### config.mk
export PLATFORM = sky130hd
export DESIGN_NAME = byte_pair_collector_flat
export DESIGN_NICKNAME = d
export VERILOG_FILES = /design/src/rtl/bp_pkg.sv /design/src/rtl/byte_pair_collector_if.sv /design/src/rtl/bp_handshake_checker.sv /design/src/rtl/byte_pair_collector.sv /design/src/flat_wrapper.sv
export SDC_FILE = /design/constraint.sdc
export NUM_CORES = 1
export LEC_CHECK = 0
export CAP_MARGIN = 10
export CORE_UTILIZATION = 30
export DETAILED_ROUTE_END_ITERATION = 16
export PLACE_DENSITY = 0.56
export SYNTH_ARGS = -nofsm -noshare
export SYNTH_HDL_FRONTEND = slang
export SYNTH_SLANG_ARGS = --single-unit
### constraint.sdc
create_clock -name clk -period 2.15 [get_ports clk]
set_clock_uncertainty 0.05 [all_clocks]
set_input_delay 0.3225 -clock clk [delete_from_list [all_inputs] [get_ports clk]]
set_output_delay 0.3225 -clock clk [all_outputs]
set_load 0.02 [all_outputs]
### src/rtl/bp_pkg.sv
// rtl/bp_pkg.sv - shared defaults, pair record and message text for the byte-pair collector
//
// Purpose: parameter defaults (W, PAD, CNT_W), the pair record handed to the
// concatenation stage, and the text printed on a handshake violation when
// BYTE_PAIR_ASSERT_MSG_EN is defined.
// Ports: none (package).

package bp_pkg;

  localparam int         W_DEF     = 8;
  localparam logic [7:0] PAD_DEF   = 8'h00;
  localparam int         CNT_W_DEF = 16;

  // Pair record at the default byte width.
  typedef struct packed {
    logic [W_DEF-1:0] x;
    logic [W_DEF-1:0] y;
    logic             last;
    logic             odd;
  } pair_t;

  localparam string ASSERT_MSG = "ASSERTION FAILED: byte_pair_collector handshake violation";

endpackage

### src/rtl/byte_pair_collector_if.sv
// rtl/byte_pair_collector_if.sv - byte-in / pair-out handshake bundle
//
// Purpose: groups the upstream byte stream and the downstream pair stream.
// Signals:
//   in_valid, in_ready, in_data[W], in_last         upstream byte handshake
//   out_valid, out_ready, out_x[W], out_y[W],
//   out_last, out_odd                               downstream pair handshake
// Modports:
//   slave  - the collector (consumes bytes, produces pairs)
//   master - the environment (produces bytes, consumes pairs)

interface byte_pair_collector_if #(
  parameter int W = 8
);

  logic         in_valid;
  logic         in_ready;
  logic [W-1:0] in_data;
  logic         in_last;

  logic         out_valid;
  logic         out_ready;
  logic [W-1:0] out_x;
  logic [W-1:0] out_y;
  logic         out_last;
  logic         out_odd;

  modport slave (
    input  in_valid, in_data, in_last, out_ready,
    output in_ready, out_valid, out_x, out_y, out_last, out_odd
  );

  modport master (
    output in_valid, in_data, in_last, out_ready,
    input  in_ready, out_valid, out_x, out_y, out_last, out_odd
  );

endinterface

### src/rtl/bp_handshake_checker.sv
// rtl/bp_handshake_checker.sv - sticky valid/ready protocol checker
//
// Purpose: flags a producer that drops valid, or changes data/last, while
// its previous offer was stalled (valid & !ready). The flag is sticky until
// reset. Reusable on any valid/ready/data/last stream.
// Optional feature: BYTE_PAIR_ASSERT_MSG_EN - in simulation (not under
// SYNTHESIS) prints bp_pkg::ASSERT_MSG to stderr and ends the run on the
// cycle the flag first rises.
// Ports:
//   clk, reset        clock, synchronous active-high reset
//   i_valid, i_ready  observed handshake
//   i_data[W], i_last observed payload
//   o_err             sticky violation flag

module bp_handshake_checker
  import bp_pkg::*;
#(
  parameter int W = W_DEF
) (
  input  logic         clk,
  input  logic         reset,
  input  logic         i_valid,
  input  logic         i_ready,
  input  logic [W-1:0] i_data,
  input  logic         i_last,
  output logic         o_err
);

  logic         r_prev_valid;
  logic         r_prev_ready;
  logic [W-1:0] r_prev_data;
  logic         r_prev_last;
  logic         r_err;
  logic         w_violation;

  // Reset clears r_prev_valid, so the check is disarmed for the first cycle.
  assign w_violation = r_prev_valid & ~r_prev_ready &
                       (~i_valid | (i_data != r_prev_data) | (i_last != r_prev_last));

  always_ff @(posedge clk) begin
    if (reset) begin
      r_prev_valid <= 1'b0;
      r_prev_ready <= 1'b0;
      r_prev_data  <= '0;
      r_prev_last  <= 1'b0;
      r_err        <= 1'b0;
    end else begin
      r_prev_valid <= i_valid;
      r_prev_ready <= i_ready;
      r_prev_data  <= i_data;
      r_prev_last  <= i_last;
      if (w_violation) begin
        r_err <= 1'b1;
      end
    end
  end

  assign o_err = r_err;

`ifdef BYTE_PAIR_ASSERT_MSG_EN
`ifndef SYNTHESIS
  always @(posedge clk) begin
    if (!reset && w_violation && !r_err) begin
      $error("%s", ASSERT_MSG);
      $finish;
    end
  end
`endif
`endif

endmodule

### src/rtl/byte_pair_collector.sv
// rtl/byte_pair_collector.sv - collects a byte stream into registered (x, y) pairs
//
// Purpose: first byte of a pair is x, second is y. A frame ending on an odd
// byte is closed with y = PAD and out_odd = 1. Output is a registered
// valid/ready stage with full throughput (fire and reload in one cycle).
// The upstream handshake is monitored by bp_handshake_checker.
// Optional feature: BYTE_PAIR_ASSERT_MSG_EN (see bp_handshake_checker).
// Ports:
//   clk, reset     clock, synchronous active-high reset
//   bus (slave)    in_valid/in_ready/in_data/in_last byte input,
//                  out_valid/out_ready/out_x/out_y/out_last/out_odd pair output
//   o_pair_count   pairs accepted downstream, wraps modulo 2^CNT_W
//   o_err          sticky upstream protocol violation

module byte_pair_collector
  import bp_pkg::*;
#(
  parameter int         W     = W_DEF,
  parameter logic [W-1:0] PAD = W'(PAD_DEF),
  parameter int         CNT_W = CNT_W_DEF
) (
  input  logic                 clk,
  input  logic                 reset,
  byte_pair_collector_if.slave bus,
  output logic [CNT_W-1:0]     o_pair_count,
  output logic                 o_err
);

  typedef enum logic [1:0] {
    ST_EMPTY     = 2'd0,  // no byte held
    ST_HOLD      = 2'd1,  // x held, waiting for y
    ST_HOLD_LAST = 2'd2   // x held and it closed the frame: promote with PAD
  } hold_state_e;

  typedef struct packed {
    logic [W-1:0] x;
    logic [W-1:0] y;
    logic         last;
    logic         odd;
  } pair_w_t;

  hold_state_e      r_state;
  hold_state_e      w_state_nxt;
  logic [W-1:0]     r_hi;
  pair_w_t          r_out;
  logic             r_out_valid;
  logic [CNT_W-1:0] r_pair_count;

  logic w_out_free;
  logic w_fire;
  logic w_in_ready;
  logic w_capture;
  logic w_load_pair;
  logic w_load_odd;

  assign w_out_free = ~r_out_valid | bus.out_ready;
  assign w_fire     = r_out_valid & bus.out_ready;

  // in_ready is decided by the hold state and downstream room only, never by
  // the offered byte, so upstream may compute in_valid from in_ready freely.
  always_comb begin
    w_state_nxt = r_state;
    w_in_ready  = 1'b0;
    w_capture   = 1'b0;
    w_load_pair = 1'b0;
    w_load_odd  = 1'b0;
    case (r_state)
      ST_EMPTY: begin
        w_in_ready = 1'b1;
        if (bus.in_valid) begin
          w_capture   = 1'b1;
          w_state_nxt = bus.in_last ? ST_HOLD_LAST : ST_HOLD;
        end
      end
      ST_HOLD: begin
        // Only take y when the output register can take the pair.
        w_in_ready = w_out_free;
        if (bus.in_valid && w_out_free) begin
          w_load_pair = 1'b1;
          w_state_nxt = ST_EMPTY;
        end
      end
      ST_HOLD_LAST: begin
        // Promotion of an odd frame end needs no input byte.
        if (w_out_free) begin
          w_load_odd  = 1'b1;
          w_state_nxt = ST_EMPTY;
        end
      end
      default: begin
        w_state_nxt = ST_EMPTY;
      end
    endcase
  end

  always_ff @(posedge clk) begin
    if (reset) begin
      r_state <= ST_EMPTY;
    end else begin
      r_state <= w_state_nxt;
    end
  end

  always_ff @(posedge clk) begin
    if (reset) begin
      r_hi         <= '0;
      r_out        <= '0;
      r_out_valid  <= 1'b0;
      r_pair_count <= '0;
    end else begin
      if (w_capture) begin
        r_hi <= bus.in_data;
      end
      // A load in a firing cycle replaces the departing pair, keeping valid high.
      if (w_load_pair) begin
        r_out.x     <= r_hi;
        r_out.y     <= bus.in_data;
        r_out.last  <= bus.in_last;
        r_out.odd   <= 1'b0;
        r_out_valid <= 1'b1;
      end else if (w_load_odd) begin
        r_out.x     <= r_hi;
        r_out.y     <= PAD;
        r_out.last  <= 1'b1;
        r_out.odd   <= 1'b1;
        r_out_valid <= 1'b1;
      end else if (w_fire) begin
        r_out_valid <= 1'b0;
      end
      if (w_fire) begin
        r_pair_count <= r_pair_count + 1'b1;
      end
    end
  end

  assign bus.in_ready  = w_in_ready;
  assign bus.out_valid = r_out_valid;
  assign bus.out_x     = r_out.x;
  assign bus.out_y     = r_out.y;
  assign bus.out_last  = r_out.last;
  assign bus.out_odd   = r_out.odd;
  assign o_pair_count  = r_pair_count;

  bp_handshake_checker #(
    .W (W)
  ) u_in_checker (
    .clk     (clk),
    .reset   (reset),
    .i_valid (bus.in_valid),
    .i_ready (w_in_ready),
    .i_data  (bus.in_data),
    .i_last  (bus.in_last),
    .o_err   (o_err)
  );

endmodule

### src/flat_wrapper.sv
// flat-port wrapper written by rule: the top's interface ports become plain ports
module byte_pair_collector_flat import bp_pkg::*;
#(
  parameter int         W     = W_DEF,
  parameter logic [W-1:0] PAD = W'(PAD_DEF),
  parameter int         CNT_W = CNT_W_DEF
)
  (clk, reset, o_pair_count, o_err, bus_in_valid, bus_in_data, bus_in_last, bus_out_ready, bus_in_ready, bus_out_valid, bus_out_x, bus_out_y, bus_out_last, bus_out_odd);
  byte_pair_collector_if #(.W(W)) bus_i ();
  input  logic clk;
  input  logic reset;
  output logic [CNT_W-1:0] o_pair_count;
  output logic o_err;
  input wire logic [$bits(bus_i.in_valid)-1:0] bus_in_valid;
  input wire logic [$bits(bus_i.in_data)-1:0] bus_in_data;
  input wire logic [$bits(bus_i.in_last)-1:0] bus_in_last;
  input wire logic [$bits(bus_i.out_ready)-1:0] bus_out_ready;
  output wire logic [$bits(bus_i.in_ready)-1:0] bus_in_ready;
  output wire logic [$bits(bus_i.out_valid)-1:0] bus_out_valid;
  output wire logic [$bits(bus_i.out_x)-1:0] bus_out_x;
  output wire logic [$bits(bus_i.out_y)-1:0] bus_out_y;
  output wire logic [$bits(bus_i.out_last)-1:0] bus_out_last;
  output wire logic [$bits(bus_i.out_odd)-1:0] bus_out_odd;
  assign bus_i.in_valid = bus_in_valid;
  assign bus_i.in_data = bus_in_data;
  assign bus_i.in_last = bus_in_last;
  assign bus_i.out_ready = bus_out_ready;
  assign bus_in_ready = bus_i.in_ready;
  assign bus_out_valid = bus_i.out_valid;
  assign bus_out_x = bus_i.out_x;
  assign bus_out_y = bus_i.out_y;
  assign bus_out_last = bus_i.out_last;
  assign bus_out_odd = bus_i.out_odd;
  byte_pair_collector #(.W(W), .PAD(PAD), .CNT_W(CNT_W)) u_core (.clk(clk), .reset(reset), .bus(bus_i), .o_pair_count(o_pair_count), .o_err(o_err));
endmodule
==> results by group <==
Cells and area
  – Area added between synthesis and finish: 36.2%
  – Final core area utilization: 0.422
  – # fillers: 733
  – Highest-count cells in the layout ignoring fill and taps: sky130_fd_sc_hd__dfxtp_1, sky130_fd_sc_hd__clkdlybuf4s50_1, sky130_fd_sc_hd__nor2_1, sky130_fd_sc_hd__mux2i_1, sky130_fd_sc_hd__xor2_1
  – Leading cell type in the layout, fill and taps excluded: sky130_fd_sc_hd__dfxtp_1
  – Antenna cells: 0
  – Ratio of cells with drive above 1 in the final layout: 0.113
  – Post-layout instance area: 3050 µm²
  – Layout net count: 294

Detailed routing
  – Drt total wl: 4650 µm
  – Average wire length per cell after detail routing: 12.1 µm
  – Antenna violation net count after detailed routing: 0
  – First-pass iteration count of the detailed router: 4
  – Mean number of vias per cell: 4.42
  – Final routed DRC violation total: 0
  – First DRT Iteration DRCs: 48
  – Number of vias in the routed layout: 1,693

Power
  – Total design power: 0.00223 W
  – Highest ir drop seen on vdd: 0.000284 V
  – Power per cell area: 732 nW/µm²
  – Leakage power of the design: 1.17 nW

GRT
  – Pin count of the biggest net entering global routing: 34
  – Global-route usage over all layers: 0.132
  – Initial antenna violation count: 0
  – Global-route congestion overflow total: 0
  – First-pass GRT wire length: 7730 µm
  – Vias in the first global route: 1,587

STA
  – Setup ws final: 0.253 ns
  – Slew at the pin closest to its max-slew limit: 0.733 ns
  – Fmax: 0.527 GHz
  – Fin crit share: 0.882
  – Hold slack final: 0.342 ns
  – Final slew viol count: 0
  – Final number of hold-violating endpoints: 0
  – Headroom to the max-slew limit: 0.510
  – Post-layout minimum cycle time: 1.90 ns
  – Endpoints failing setup: 0
  – Unrepaired setup endpoints after global routing: no

CTS
  – Number of buffers added for setup after CTS: 0
  – Clock Sinks: 57
  – # hold bufs at CTS: 0
  – H-tree level count: 3
  – Clock buffers created by TritonCTS: 9
  – Maximum clock insertion buffer count: 2
  – Root buf cell: sky130_fd_sc_hd__clkbuf_8
  – Clock transition at the register clock pins on the worst setup and hold paths after CTS: 0.06 ns
  – Skew-Pair Late Insertion Delay: 0.32 ns
  – TritonCTS clock tree: yes

Critical path
  – Worst path max stage delay: 0.49 ns
  – Crit Path Max Fanout: 2
  – Crit-path slowest cell: sky130_fd_sc_hd__clkdlybuf4s50_1
  – Critical setup path kind: in -> out
  – Cells along the critical path: clkdlybuf4s50_1, and2b_1, a21oi_1, dlygate4sd2_1
  – Setup slack, reg-to-reg: 0.46 ns
  – Element type at the critical path end: primary output
  – Data arrival time of the critical path: 1.52 ns
  – Crit start category: primary input
  – Required time worst endpoint: 1.78 ns

Die
  – Vert. Die Dim: 88.3 µm
  – Site Rows: 31
  – Die extent in x: 88.3 µm
  – Starting Density: 0.310
  – Core area: 7210 µm²
  – Die ar.: 7800 µm²
  – Boundary pin count: 50

Yosys
  – Area of the mapped netlist: 2240 µm²
  – Predominant post-synthesis flop cell: sky130_fd_sc_hd__dfxtp_1
  – Number of flops mapped to enable cells by yosys: 0
  – Seq/Total Area, Yosys: 0.510
  – Synthesis Warnings: 0
  – Mean instance size in the synthesized netlist: 10.2 µm²
  – Count of cell types in the netlist: 38
  – Post-synth ARST share: 0
  – Synthesized netlist net count: 234
  – Post-Syn Instances: 220
  – Yosys reg bits: 57

Hold path
  – Class of the tightest hold or removal check: in -> reg

Status
  – Run status: finished, final reports clean

Placed design
  – Placer's final routability congestion estimate: 0.739
  – Setup WS pre-CTS: -0.0276 ns
  – Number of buffer cells added on primary ports: 49
  – Cell Area, Placed: 2870 µm²
  – Final HPWL from detailed placement: 3300 µm

Flow run
  – Max Cap Viol: 0
==> cell families (layout without fill, tap and decap cells) <==
group,count (synthesis),in the layout,share of synthesized area
AND/OR/NAND/NOR,83,83,0.216
buffers and inverters,13,77,0.0291
AO/OA/AOI/OAI,29,29,0.0839
XOR/XNOR,20,20,0.0783
adder cells (fa/ha/maj),1,1,0.00560
flip-flops,57,57,0.510
multiplexers,17,17,0.0767
==> through the flow <==
step                std cells  TNS, ns
finish                    383        0
global route              383        0
CTS                       383        0
detailed placement        368  -0.0341
global placement          368  -0.0538
floorplan                 220        0
==> where the power goes <==
group | internal, W | switching, W
registers | 0.00109 | 0.0000248
clock network | 0.000523 | 0.000389
logic | 0.0000992 | 0.0000993
==> final timing paths <==
check / startpoint / endpoint / cells past startpoint
min reg2reg: u_core.bus.out_y[5] / u_core.bus.out_y[5] / 1
min: reset / u_core.o_pair_count[8] / 2
max: bus_out_ready / bus_in_ready / 4
max reg2reg: u_core.r_state[0] / u_core.bus.out_x[3] / 5
==> Yosys cell counts, types with 4 or more instances <==
master | instances | share of area
sky130_fd_sc_hd__a21oi_1 | 11 | 0.025
sky130_fd_sc_hd__a22o_1 | 8 | 0.031
sky130_fd_sc_hd__mux2i_1 | 16 | 0.072
sky130_fd_sc_hd__nand4_1 | 6 | 0.017
sky130_fd_sc_hd__nor2b_1 | 11 | 0.031
sky130_fd_sc_hd__o21ai_0 | 4 | 0.0090
sky130_fd_sc_hd__dfxtp_1 | 57 | 0.51
sky130_fd_sc_hd__nand3_1 | 4 | 0.0090
sky130_fd_sc_hd__nand2_1 | 6 | 0.010
sky130_fd_sc_hd__clkbuf_1 | 7 | 0.012
sky130_fd_sc_hd__xor2_1 | 15 | 0.059
sky130_fd_sc_hd__xnor2_1 | 5 | 0.020
sky130_fd_sc_hd__nor2_1 | 30 | 0.050
sky130_fd_sc_hd__a211oi_1 | 4 | 0.013
==> routing by layer <==
layer | wire length [µm] | part of all wire | track usage
met5 | 0 | 0 | 0
met4 | 108 | 0.023 | 0.0748
met3 | 132 | 0.028 | 0.0289
met2 | 2010 | 0.43 | 0.190
met1 | 2400 | 0.52 | 0.182
==> area by class of cell <==
cell class	count	area, µm²	share of cell area
clock inverter	4	45.0	0.0148
inverter	2	7.51	0.00247
sequential	57	1140	0.375
tap	99	124	0.0407
multi-input combinational	150	1030	0.338
clock buffer	11	131	0.0431
timing repair buffer	60	567	0.186
==> sequential cells by signal, summed over array words and instances, names as in the netlist <==
| signal | count |
|---|---|
| u_core.bus.out_valid | 1 |
| u_core.bus.out_last | 1 |
| u_core.u_in_checker.r_prev_last | 1 |
| u_core.u_in_checker.r_prev_data | 8 |
| u_core.bus.out_odd | 1 |
| u_core.bus.out_y | 8 |
| u_core.u_in_checker.r_prev_ready | 1 |
| u_core.o_pair_count | 16 |
| u_core.r_hi | 8 |
| u_core.r_state | 2 |
| u_core.u_in_checker.r_prev_valid | 1 |
| u_core.u_in_checker.o_err | 1 |
| u_core.bus.out_x | 8 |
==> critical path, delay by kind of cell <==
kind	cells	cell delay [ns]
buffers and inverters	2	0.85
AND/OR/NAND/NOR	1	0.20
AO/OA/AOI/OAI	1	0.15
==> timing repair <==
action                                  in CTS  in global routing
endpoints found under the setup margin       1                  0
hold endpoints to repair                     0                  0
resized for setup                            1                  0
No activity file was read; power rests on OpenSTA's default activity.
